--- src/rtl/ciclo_lavadora.sv ---
// Washing-machine cycle sequencer: runs dry, wash or heavy-wash programs through timed phases.
// Optional pause input enabled with `define CICLO_LAVADORA_PAUSA_EN.
module ciclo_lavadora #(
   parameter int unsigned TW      = 16,
   parameter int unsigned T_FILL  = 4,
   parameter int unsigned T_WASH  = 8,
   parameter int unsigned T_RINSE = 4,
   parameter int unsigned T_SPIN  = 3,
   parameter int unsigned T_DRY   = 6,
   parameter int unsigned T_DOOR  = 10
) (
   input  logic       clk,
   input  logic       rst,
   input  logic       req_secado,
   input  logic       req_lavado,
   input  logic       req_lavado_pesado,
`ifdef CICLO_LAVADORA_PAUSA_EN
   input  logic       pausa,
`endif
   input  logic       puerta_cerrada,
   output logic       valvula_agua,
   output logic       motor_on,
   output logic       calentador,
   output logic       centrifugado,
   output logic       bloqueo_puerta,
   output logic       ocupado,
   output logic       fin,
   output logic       abortado,
   output logic       error_puerta,
   output logic [2:0] fase
);

   typedef enum logic [2:0] {
      StIdle     = 3'd0,
      StWaitDoor = 3'd1,
      StFill     = 3'd2,
      StWash     = 3'd3,
      StRinse    = 3'd4,
      StSpin     = 3'd5,
      StDry      = 3'd6,
      StDone     = 3'd7
   } state_e;

   typedef enum logic [1:0] {
      ProgNone,
      ProgSecado,
      ProgLavado,
      ProgPesado
   } prog_e;

   state_e          state_q;
   prog_e           prog_q;
   logic [TW-1:0]   timer_q;
   logic            abort_q;

   prog_e           req_prog;
   logic            req_any;
   logic            active;
   logic            pause;
   logic            hold;

   function automatic state_e first_phase(input prog_e p);
      return (p == ProgSecado) ? StDry : StFill;
   endfunction

   function automatic state_e next_phase(input state_e s, input prog_e p);
      case (s)
         StFill:  return StWash;
         StWash:  return StRinse;
         StRinse: return StSpin;
         StSpin:  return (p == ProgPesado) ? StDry : StDone;
         default: return StDone;
      endcase
   endfunction

   // Timer load value is duration-1 so that a phase lasts exactly its duration.
   function automatic logic [TW-1:0] phase_load(input state_e s, input prog_e p);
      case (s)
         StFill:  return TW'(T_FILL - 1);
         StWash:  return (p == ProgPesado) ? TW'(2 * T_WASH - 1) : TW'(T_WASH - 1);
         StRinse: return TW'(T_RINSE - 1);
         StSpin:  return TW'(T_SPIN - 1);
         StDry:   return TW'(T_DRY - 1);
         default: return '0;
      endcase
   endfunction

   always_comb begin
      req_prog = ProgNone;
      if (req_lavado_pesado)  req_prog = ProgPesado;
      else if (req_lavado)    req_prog = ProgLavado;
      else if (req_secado)    req_prog = ProgSecado;
   end

   assign req_any = (req_prog != ProgNone);
   assign active  = (state_q >= StFill) && (state_q <= StDry);

`ifdef CICLO_LAVADORA_PAUSA_EN
   assign pause = pausa;
`else
   assign pause = 1'b0;
`endif

   assign hold = active && (!puerta_cerrada || pause);

   always_ff @(posedge clk) begin
      if (rst) begin
         state_q <= StIdle;
         prog_q  <= ProgNone;
         timer_q <= '0;
         abort_q <= 1'b0;
      end else begin
         abort_q <= 1'b0;
         unique case (state_q)
            StIdle: begin
               if (req_any) begin
                  prog_q <= req_prog;
                  if (puerta_cerrada) begin
                     state_q <= first_phase(req_prog);
                     timer_q <= phase_load(first_phase(req_prog), req_prog);
                  end else begin
                     state_q <= StWaitDoor;
                     timer_q <= TW'(T_DOOR - 1);
                  end
               end
            end
            StWaitDoor: begin
               // Door closing wins over a simultaneous timeout.
               if (puerta_cerrada) begin
                  state_q <= first_phase(prog_q);
                  timer_q <= phase_load(first_phase(prog_q), prog_q);
               end else if (timer_q == '0) begin
                  state_q <= StIdle;
                  prog_q  <= ProgNone;
                  abort_q <= 1'b1;
               end else begin
                  timer_q <= timer_q - TW'(1);
               end
            end
            StFill, StWash, StRinse, StSpin, StDry: begin
               if (!hold) begin
                  if (timer_q == '0) begin
                     state_q <= next_phase(state_q, prog_q);
                     timer_q <= phase_load(next_phase(state_q, prog_q), prog_q);
                  end else begin
                     timer_q <= timer_q - TW'(1);
                  end
               end
            end
            StDone: begin
               state_q <= StIdle;
               prog_q  <= ProgNone;
               timer_q <= '0;
            end
         endcase
      end
   end

   assign valvula_agua   = !hold && ((state_q == StFill) || (state_q == StRinse));
   assign motor_on       = !hold && ((state_q == StWash) || (state_q == StRinse) ||
                                     (state_q == StSpin) || (state_q == StDry));
   assign calentador     = !hold && ((state_q == StDry) ||
                                     ((state_q == StWash) && (prog_q == ProgPesado)));
   assign centrifugado   = !hold && (state_q == StSpin);
   assign bloqueo_puerta = (state_q >= StFill);
   assign ocupado        = (state_q != StIdle);
   assign fin            = (state_q == StDone);
   assign abortado       = abort_q;
   assign error_puerta   = active && !puerta_cerrada;
   assign fase           = state_q;

endmodule
--- config.mk ---
export PLATFORM = sky130hd
export DESIGN_NAME = ciclo_lavadora
export DESIGN_NICKNAME = d
export VERILOG_FILES = /design/src/rtl/ciclo_lavadora.sv
export SDC_FILE = /design/constraint.sdc
export NUM_CORES = 1
export LEC_CHECK = 0
export CAP_MARGIN = 30
export CORE_UTILIZATION = 57
export CTS_CLUSTER_SIZE = 12
export DETAILED_ROUTE_END_ITERATION = 7
export DONT_BUFFER_PORTS = 1
export GPL_TIMING_DRIVEN = 0
export PLACE_DENSITY_LB_ADDON = 0.2
export SLEW_MARGIN = 5
export SYNTH_ARGS = -nofsm -noshare
export SYNTH_HDL_FRONTEND = slang
export SYNTH_SLANG_ARGS = --single-unit
--- constraint.sdc ---
create_clock -name clk -period 2.55 [get_ports clk]
set_input_delay 0.3825 -clock clk [delete_from_list [all_inputs] [get_ports clk]]
set_output_delay 0.3825 -clock clk [all_outputs]
set_load 0.01 [all_outputs]
; Yosys cells after proc, flatten, opt, wreduce, memory -nomap -nowiden
; Index checks and enable logic that the tools add are counted.
[classes]
addsub = 1
order_cmp = 2
n_eq_ne = 33
mux = 33
n_bitwise = 1
reduce_logical = 27
[op_table]
columns = cell, n
row1 = 16-bit two-way mux, 6
row2 = 16-bit one-hot mux with 4 select lines, 1
row3 = 4-bit one-hot mux with 4 select lines, 3
row4 = 3-bit == test (second input constant), 13
row5 = 3-bit two-way mux, 10
row6 = 3-bit by 2-bit == test with 1-bit output (second input constant), 8
row7 = 3-bit one-hot mux with 4 select lines, 2
row8 = 16-bit zero test, 1
row9 = 16-bit by 1-bit subtractor with 16-bit output (second input constant), 1
row10 = 2-bit two-way mux, 5
row11 = 2-bit inequality test (second input constant), 5
row12 = 4-bit two-way mux, 2
row13 = 4-bit AND reduction, 2
row14 = 1-bit logical AND, 7
row15 = 3-bit inequality test (second input constant), 2
row16 = 2-bit one-hot mux with 3 select lines, 1
row17 = 3-bit nonzero test, 2
row18 = 2-bit OR reduction, 3
row19 = 1-bit logical OR, 5
row20 = 5-bit OR reduction, 1
row21 = 2-bit by 1-bit == test with 1-bit output (second input constant), 2
row22 = 2-bit == test (second input constant), 2
row23 = 3-bit by 1-bit == test with 1-bit output (second input constant), 1
row24 = 3-bit by 2-bit >= comparator with 1-bit output (second input constant), 1
row25 = other kinds (8), 11
[totals]
reg_bits = 22
inputBits = 6
output_inout_bits = 12
wordCells = 101

; Longest topological paths before layout
; Gate-level depths: netlist (run 1).
[logic_depth]
depth_word = 13
ltp_mapped = 10
ltp_nobuf = 8

; Worst setup path before layout (run 1)
; OpenSTA, ideal clock, no wires.
[synth_timing]
path_type = flip-flop to flip-flop
startpoint = register state_q[1], in the netlist fase[1]
endpoint = register timer_q[5]
setup_ns = 0.117
arrival_time_ns = 2.353
required_time_ns = 2.433
path_slack_ns = 0.080
path_stages_with_launch = 11
n_path_buf = 2
period_less_slack_ns = 2.470
cell_sequence = dfxtp_1 clkbuf_1 inv_1 ha_1 inv_1 o21ai_0 a21oi_1 clkbuf_1 nand4_1 xor2_1 nor2_1
[synth_via]
elab_chain_len = 5
elab_cells_between_ends = 18
classes_between = 2 x order compare / 10 x eq/ne / 1 x mux / 5 x reduce/logical
[synth_lines]
columns = item, line
row1 = from (decl), 51  ; state_e state_q;
row2 = from (signal assigned), 108  ; state_q <= StIdle;
row3 = from (signal assigned), 119  ; state_q <= first_phase(req_prog);
row4 = from (signal assigned), 122  ; state_q <= StWaitDoor;
row5 = 3-bit by 2-bit >= comparator with 1-bit output / 3-bit <= comparator (equally long branches), 96  ; assign active = (state_q >= StFill) && (state_q <= StDry);
row6 = 1-bit logical AND, 96
row7 = 1-bit logical AND, 104  ; assign hold = active && (!puerta_cerrada || pause);
row8 = 2-bit inequality test (no line), n/a
row9 = 3-bit AND reduction (no line), n/a
row10 = to (signal assigned), 120  ; timer_q <= phase_load(first_phase(req_prog), req_prog);
row11 = to (signal assigned), 123  ; timer_q <= TW'(T_DOOR - 1);
row12 = to (signal assigned), 131  ; timer_q <= phase_load(first_phase(prog_q), prog_q);
row13 = to (decl), 53  ; logic [TW-1:0] timer_q;
; Several ways; a longest one is shown, not always the timed one.
; A chain may end at the register's enable or synchronous reset.

; Worst setup path after layout (run 1)
[layout_timing]
startpoint = register timer_q[0]
endpoint = register timer_q[8]
[layout_via]
elab_chain_len = 4
elab_cells_between_ends = 9
classes_between = 1 x add/sub / 1 x eq/ne / 5 x mux / 2 x reduce/logical
[layout_lines]
columns = item, line
row1 = 16-bit by 1-bit subtractor with 16-bit output / 16-bit zero test (equally long branches), n/a
row2 = 16-bit two-way mux (on tied branches), "142, 132"
row3 = 16-bit two-way mux (on tied branches), "141, 129"
row4 = 16-bit one-hot mux with 4 select lines, 114  ; unique case (state_q)
; Several ways; a longest one is shown, not always the timed one. The select of a mux whose other input is x is not followed.

==> results of run 1 <==
registers in the layout, summed over array words and instances, names as in the netlist:
name      count
timer_q      16
prog_q        2
abortado      1
fase          3
routing by layer:
layer,vias up,global-route usage (%),wire length [um]
met5,-,0,0
met4,0,8.97,45
met3,8,6.67,340
met2,79,47.0,1900
met1,754,41.3,1900
li1,794,-,-
where the power goes:
group	internal [uW]	switching [uW]
registers	470	147
logic	933	1140
clock network	159	118
path summary, 6_finish.rpt:
kind | from | to
setup reg to reg | timer_q[0] | timer_q[8]
hold reg to reg | timer_q[14] | timer_q[14]
hold / removal | rst | timer_q[14]
setup / recovery | timer_q[0] | timer_q[8]
logic make-up after synthesis:
group | after synthesis | share of synthesized area, %
mux | 1 | 0.630
fa+ha+maj | 6 | 4.73
compound gates | 44 | 18.8
flops | 22 | 27.7
simple gates | 108 | 36.5
xor+xnor | 13 | 7.17
buf+inv | 18 | 4.41
synth_stat cells, types with 2 or more instances:
master,n
nand3_1,8
nor4_1,4
nor3b_1,2
nand3b_1,3
and2_1,2
xor2_1,12
a21oi_1,11
nand2_1,13
or3_1,3
nand4_1,8
o21ai_0,6
buf_2,2
o221a_2,2
a211oi_1,5
or4_1,3
a31oi_1,2
nor2b_1,3
dfxtp_1,22
nand2b_1,4
a21o_1,3
o22ai_1,2
o21a_1,2
inv_1,8
clkbuf_1,8
nor2_1,36
ha_1,6
nor3_1,11
worst max-delay path, delay by kind of cell, from the launching register on:
family                     cells  cell delay (ns)
AOI/OAI and AO/OA              2             0.35
adders and majority gates      1             0.16
buffers and inverters          3             0.49
DFF                            1             0.37
and+or+nand+nor                4             1.00
area by class of cell:
type / instances / area, um2 / share of cell area [%]
multi-input cells: 172 / 1150 / 62.9
flip-flops and latches: 22 / 448 / 24.5
repair buffers: 9 / 65.1 / 3.56
plain buffers: 9 / 45.0 / 2.46
well taps: 30 / 37.5 / 2.05
clock inverters: 1 / 30.0 / 1.64
inverters: 8 / 30.0 / 1.64
clock buffers: 3 / 22.5 / 1.23
metrics by stage:
stage                     TNS, ns  cell area, um2  utilization, %  hold WS, ns  cells
after CTS                       0            1760            69.3        0.231    251
after detailed placement    -8.77            1630            63.9        0.492    242
after floorplan                 0            1590               -        0.464    212
after global placement      -7.69            1630            63.9        0.480    242
final                           0            1830            71.8        0.258    254
after global routing            0            1830            71.8        0.251    254
what timing repair did:
action,in CTS,in global routing
cloned,0,0
hold endpoints to repair,0,0
buffers inserted,5,3
pin swaps,2,3
endpoints found under the setup margin,26,25
resized for setup,13,15
==> impl_metrics.json, run 1 <==
{
  "clkTransAtPathRegs_ns": 0.14,
  "drive_above_1_share_pct": 17.4,
  "hp-class": "in -> reg",
  "viasPerCell": 6.44,
  "syn_avg_cell_area_um2": 7.49,
  "setup_violations": 0,
  "cts.sinks": 22,
  "r2r_setup_slack_ns": 0.1,
  "die-area_um2": 3000,
  "core_area_um2": 2540,
  "cp-end-kind": "flip-flop",
  "grt_pass1_vias": 1427,
  "grt_max_degree": 14,
  "synthCells": 212,
  "fp-row-count": 18,
  "wl_mm": 4.18,
  "synth-async-reset-ratio_pct": 0,
  "start_util_pct": 62.4,
  "r2r_cells": 10,
  "finalCriticalPeriod_ns": 2.45,
  "clock_path_buffers": 2,
  "maxCapViolations": 0,
  "clock_skew_ns": 0.00357,
  "synth-edff-count": 0,
  "fin_ws_ns": 0.0998,
  "cp_max_fo": 10,
  "leakagePower_uw": 0.000744,
  "place.gp.congestion": 0.965,
  "max_freq_ghz": 0.408,
  "fin_crit_sh_pct": 96.1,
  "wl_per_cell_um": 16.5,
  "crit_type": "reg -> reg",
  "ant_nets": 0,
  "num_vias": 1635,
  "max_slew_margin_pct": 62.9,
  "antenna_cells": 0,
  "rsz0062_at_grt": "no",
  "yosys_warnings": 0,
  "whs_path_depth": 2,
  "htreeDepth": 1,
  "fin_nets": 237,
  "die_w_um": 54.8,
  "start_kind": "flip-flop",
  "required_ns": 2.78,
  "grt_usage_pct": 30.3,
  "place_ws_ns": -0.604,
  "antenna_found_initial": 0,
  "synth_top_area_share_pct": 27.7,
  "final_cell_mix": "nor2_1 (36), dfxtp_1 (18), nand2_1 (13)",
  "io_buffer_count": 0,
  "ys_ff_latch": 22,
  "cp_slowest_cell": "or4b_4",
  "max-vdd-ir-drop_mv": 1.08,
  "slowest_delay_ns": 0.52,
  "tightest_slew_ns": 0.557,
  "grt_pass1_wl_mm": 6.52,
  "first_pass_iters": 5,
  "synth_area_um2": 1590,
  "slew_violations": 0,
  "root_buffer": "clkbuf_4",
  "power.total_uw": 2970,
  "holdBufCountCts": 0,
  "clk_latency_ns": 0.32,
  "ys.flop_type": "dfxtp_1",
  "hpwl_mm": 2.89,
  "synth_area_leaders": "dfxtp_1 (28%), nor2_1 (8.5%), xor2_1 (6.6%)",
  "yosysSeqAreaShare_pct": 27.7,
  "cts_buffers": 3,
  "hold_violations": 0,
  "cts_tree": "built",
  "power_density_nw_per_um2": 1620,
  "cp.arrival_ns": 2.68,
  "grt.overflow.total": 0,
  "nFillCells": 202,
  "die_y_um": 54.8,
  "io_pins": 18,
  "path_cells": "inv_1 > ha_4 > or4b_4 > nor4_4 > and3b_1 > buf_2 > o22a_1 > a21o_1 > clkbuf_4 > nor2_1",
  "final_common_cell": "nor2_1",
  "status": "completed",
  "synth_cell_type_count": 48,
  "synth_nets": 224,
  "syn2layout_area_growth_pct": 15.1,
  "drt_iter0_drc": 77,
  "drc": 0,
  "yosysTopAreaCell": "dfxtp_1"
}
No activity file was read; power rests on OpenSTA's default activity.
==> inputs of run 2 (changes only) <==
- ABC_AREA: not set -> 1
- CORE_UTILIZATION: 57 -> 58
- clock period: 2.55 -> 2.3 ns (I/O delays scaled with it)
==> run 2 against run 1 <==
Final cell count is 31% higher. Flip-flop and latch count stayed put. Non-clock buffer count is 12 lower. Clock power is 24% lower. Worst setup slack better by 0.0053 ns. Critical path type is now reg -> out. Largest cell class unchanged.
==> impl_metrics.json, run 2 <==
{
  "crit_type": "reg -> out",
  "largest_register_ff_count": 16,
  "synth-async-reset-ratio_pct": 0,
  "ant_nets": 0,
  "synth-edff-count": 0,
  "max-vdd-ir-drop_mv": 0.864,
  "fin_util_pct": 66.4,
  "cp_max_fo": 9,
  "yosysSeqAreaShare_pct": 24.8,
  "fin_crit_sh_pct": 95.4,
  "wl_met3_um": 191,
  "synth_common_cells": "nand2_1 (64), nor2_1 (54), inv_1 (40), nand3_1 (28), dfxtp_1 (22)",
  "wl_per_cell_um": 12.3,
  "start_util_pct": 62.7,
  "fp-row-count": 19,
  "holdBufCountCts": 0,
  "r2r_cells": 10,
  "yosys_warnings": 0,
  "status": "completed",
  "tns_ns": 0,
  "hpwl_mm": 3.07,
  "rr_startpoint": "fase[2]",
  "core_area_um2": 2830,
  "io_pins": 18,
  "syn2layout_area_growth_pct": 6.00,
  "tightest_slew_ns": 0.479,
  "clkTransAtPathRegs_ns": 0.11,
  "cp.arrival_ns": 1.85,
  "top_register": "timer_q",
  "final_common_cell": "nand2_1",
  "final_cell_mix": "nand2_1 (64), nor2_1 (54), inv_1 (40)",
  "antenna_found_initial": 0,
  "cts.sinks": 22,
  "reg2reg_to": "timer_q[5]",
  "drive_above_1_share_pct": 10.6,
  "r2r_setup_slack_ns": 0.14,
  "die-area_um2": 3280,
  "grt_usage_pct": 26.5,
  "htreeDepth": 1,
  "ys.flop_type": "dfxtp_1",
  "synthCells": 294,
  "start_kind": "flip-flop",
  "nFillCells": 255,
  "wl_mm": 4.09,
  "cp-end-kind": "output port",
  "root_buffer": "clkbuf_4",
  "power_density_nw_per_um2": 1760,
  "syn_avg_cell_area_um2": 6.03,
  "drc": 0,
  "leakagePower_uw": 0.000938,
  "grt_max_degree": 13,
  "met2_length_mm": 1.73,
  "hold_violations": 0,
  "top_layer": "met4",
  "io_buffer_count": 0,
  "fin_ws_ns": 0.105,
  "met1Wirelength_mm": 2.15,
  "slew_violations": 0,
  "max_slew_margin_pct": 68.1,
  "yosysTopAreaCell": "dfxtp_1",
  "clk_latency_ns": 0.31,
  "grt_pass1_wl_mm": 6.87,
  "required_ns": 1.96,
  "hp-class": "in -> reg",
  "antenna_cells": 0,
  "cts_tree": "built",
  "dp.cells": 325,
  "first_pass_iters": 4,
  "min_from": "rst",
  "max_freq_ghz": 0.456,
  "min_to": "timer_q[6]",
  "drt_iter0_drc": 154,
  "synth_most_common_cell": "nand2_1",
  "finalCriticalPeriod_ns": 2.19,
  "synth_area_leaders": "dfxtp_1 (25%), nand2_1 (14%), nor2_1 (11%)",
  "synth_cell_type_count": 31,
  "ys_ff_latch": 22,
  "place_ws_ns": -0.204,
  "die_y_um": 57.3,
  "whs_path_depth": 1,
  "num_vias": 1788,
  "synth_nets": 306,
  "cts_buffers": 3,
  "clock_skew_ns": 0.00177,
  "synth_top_area_share_pct": 24.8,
  "synth_area_um2": 1770,
  "fin_nets": 314,
  "die_w_um": 57.3,
  "maxCapViolations": 0,
  "stdcell_count": 332,
  "clock_path_buffers": 2,
  "place.gp.congestion": 0.871,
  "grt_pass1_vias": 1548,
  "setup_violations": 0,
  "grt.overflow.total": 0,
  "viasPerCell": 5.39
}
[run 2: what timing repair did]
item / in CTS / in global routing
gates cloned: 1 / 0
resized for setup: 3 / 1
endpoints found under the setup margin: 17 / 17
buffers inserted: 0 / 2
pin swaps: 1 / 0
[run 2: cell type report]
| class | count | area, um2 | share of cell area, % |
|---|---|---|---|
| Multi-Input combinational cell | 222 | 1130 | 60.0 |
| Clock buffer | 4 | 36.3 | 1.93 |
| Timing Repair Buffer | 2 | 15.0 | 0.799 |
| Buffer | 4 | 37.5 | 2.00 |
| Tap cell | 31 | 38.8 | 2.06 |
| Sequential cell | 22 | 443 | 23.6 |
| Inverter | 47 | 181 | 9.65 |
[run 2: worst max-delay path by stage]
stage | from | endpoint | slack (ns) | cells past startpoint
finish | fase[2] | valvula_agua | 0.11 | 8
global route | fase[2] | valvula_agua | -0.0005 | 8
CTS | fase[2] | timer_q[11] | 0.03 | 10
detailed placement | fase[1] | timer_q[11] | -0.20 | 9
global placement | fase[2] | timer_q[4] | -0.19 | 10
floorplan | fase[2] | timer_q[11] | 0.17 | 10
[run 2: worst max-delay path, stage by stage, from the launching register on]
cell	delay [ns]
dfxtp_2	0.37
buf_4	0.18
inv_4	0.12
ha_1	0.16
inv_1	0.07
nand3_1	0.12
inv_1	0.13
or2_2	0.29
inv_1	0.10
[run 2: per-stage QoR]
| stage | power (uW) | hold WS (ns) | instance area, um2 |
|---|---|---|---|
| global route | 3670 | 0.0603 | 1880 |
| floorplan | 2570 | 0.414 | 1770 |
| detailed placement | 2980 | 0.418 | 1810 |
| global placement | 2950 | 0.416 | 1810 |
| CTS | 3240 | 0.0705 | 1860 |
| finish | 3300 | 0.0834 | 1880 |
[run 2: cells by family (layout without fill, tap and decap cells)]
family | Yosys count | after routing | share of synthesized area, %
flip-flops | 22 | 22 | 24.8
buffers and inverters | 51 | 57 | 12.1
adder cells (fa/ha/maj) | 6 | 6 | 4.23
XOR/XNOR | 6 | 6 | 2.96
AND/OR/NAND/NOR | 167 | 167 | 42.3
AO/OA/AOI/OAI | 42 | 43 | 13.6
[run 2: per-layer routing]
layer  vias to the layer above  global-route usage (%)
met5                         -                       0
met4                         0                    5.23
met3                         4                    5.22
met2                        33                    40.0
met1                       798                    39.2
li1                        953                       -
[run 2: where the power goes]
group / switching [uW] / internal, uW
clock network: 115 / 96.8
registers: 139 / 522
logic: 1600 / 835
==> inputs of run 3 (changes only) <==
- CELL_PAD_IN_SITES_DETAIL_PLACEMENT: not set -> 1
- CELL_PAD_IN_SITES_GLOBAL_PLACEMENT: not set -> 2
- CORE_UTILIZATION: 58 -> 33
==> run 3 against run 2 <==
Critical path depth grew 2. Non-clock buffer count is the same. Core utilization shrank 28 points.
==> impl_metrics.json, run 3 (synthesis results as in run 2) <==
{
  "holdBufCountCts": 0,
  "grt_pass1_vias": 1685,
  "power_density_nw_per_um2": 1770,
  "status": "completed",
  "htreeDepth": 1,
  "largest_register_ff_count": 16,
  "cts_buffers": 3,
  "slowest_delay_ns": 0.48,
  "place.gp.congestion": 0.767,
  "start_util_pct": 34.5,
  "dp.cells": 364,
  "path_cells": "inv_2 > ha_1 > a31oi_4 > o21ai_0 > inv_1 > nand2_4 > buf_6 > o21ai_4 > buf_12 > nor2_1",
  "cp.arrival_ns": 2.35,
  "clock_skew_ns": 0.00690,
  "hold_violations": 0,
  "first_pass_iters": 4,
  "finalCriticalPeriod_ns": 2.19,
  "die_y_um": 75.3,
  "antenna_cells": 0,
  "rsz0062_at_grt": "no",
  "cp_slowest_cell": "dfxtp_2",
  "drive_above_1_share_pct": 10.7,
  "max_slew_margin_pct": 70.6,
  "setup_violations": 0,
  "cp-end-kind": "flip-flop",
  "clk_latency_ns": 0.26,
  "stdcell_count": 370,
  "power.total_uw": 3460,
  "wl_per_cell_um": 13.5,
  "wl_mm": 5.00,
  "cts.sinks": 22,
  "tightest_slew_ns": 0.436,
  "grt.overflow.total": 0,
  "num_vias": 1800,
  "fin_util_pct": 38.0,
  "io_pins": 18,
  "root_buffer": "clkbuf_8",
  "drc": 0,
  "viasPerCell": 4.86,
  "grt_pass1_wl_mm": 8.25,
  "start_kind": "flip-flop",
  "cp_max_fo": 10,
  "ant_nets": 0,
  "grt_usage_pct": 19.2,
  "io_buffer_count": 0,
  "place_ws_ns": -0.264,
  "slew_violations": 0,
  "clkTransAtPathRegs_ns": 0.09,
  "fin_nets": 313,
  "drt_iter0_drc": 59,
  "maxCapViolations": 0,
  "max-vdd-ir-drop_mv": 0.449,
  "die_w_um": 75.3,
  "cts_tree": "built",
  "max_freq_ghz": 0.457,
  "final_cell_mix": "nand2_1 (64), nor2_1 (53), inv_1 (40)",
  "crit_type": "reg -> reg",
  "antenna_found_initial": 0,
  "clock_path_buffers": 2,
  "fin_ws_ns": 0.114,
  "syn2layout_area_growth_pct": 10.2,
  "core_area_um2": 5140,
  "fp-row-count": 26,
  "die-area_um2": 5670,
  "required_ns": 2.46,
  "grt_max_degree": 13,
  "final_common_cell": "nand2_1",
  "fin_crit_sh_pct": 95.1,
  "top_register": "timer_q",
  "hp-class": "in -> reg",
  "hpwl_mm": 3.96,
  "leakagePower_uw": 0.000950
}
run 3: changes by cell type in the layout (fill, tap and decap cells not counted), sizes merged:
cell   change
o21ai      -1
run 3: stage by stage:
step	TNS (ns)	cell area, um2	hold WS, ns
floorplan	0	1770	0.414
global placement	-3.41	1860	0.416
detailed placement	-2.93	1860	0.418
CTS	0	1950	0.127
global route	0	1950	0.121
finish	0	1950	0.140
run 3: worst paths after layout:
check,slack (ns),cells past startpoint,from,end
max,0.11,10,fase[1],timer_q[4]
min,0.14,1,rst,timer_q[8]
max reg2reg,0.11,10,fase[1],timer_q[4]
min reg2reg,0.47,2,prog_q[1],prog_q[1]
run 3: repair_timing:
item,in CTS,in global routing
resized for setup,3,2
pin swaps,1,0
setup endpoints to repair,17,17
buffers inserted,2,0
run 3: metal layers:
layer,global-route usage [%],wire [um],vias to the layer above
li1,-,-,947
met1,28.6,2640,836
met2,30.3,2200,15
met3,1.59,131,2
met4,3.70,27,0
met5,0,0,-
run 3: critical path: cells and delay by family (launching register included):
kind,cells,cell delay [ns]
buffers and inverters,4,0.60
AOI/OAI and AO/OA,3,0.45
DFF,1,0.48
and+or+nand+nor,2,0.15
adders and majority gates,1,0.41
run 3: final cells by class:
| type | instances | area, um2 |
|---|---|---|
| Fill cell | 731 | 3190 |
| Multi-Input combinational cell | 221 | 1120 |
| Sequential cell | 22 | 443 |
| Inverter | 47 | 181 |
| Tap cell | 70 | 87.6 |
| Clock buffer | 4 | 55.1 |
| Buffer | 4 | 37.5 |
| Timing Repair Buffer | 2 | 27.5 |
run 3: report_power, final:
part           leakage (uW)  internal [uW]  total (uW)  switching, uW
combinational      0.000741            850        2520           1670
clock             0.0000288            153         286            133
sequential         0.000181            523         657            134
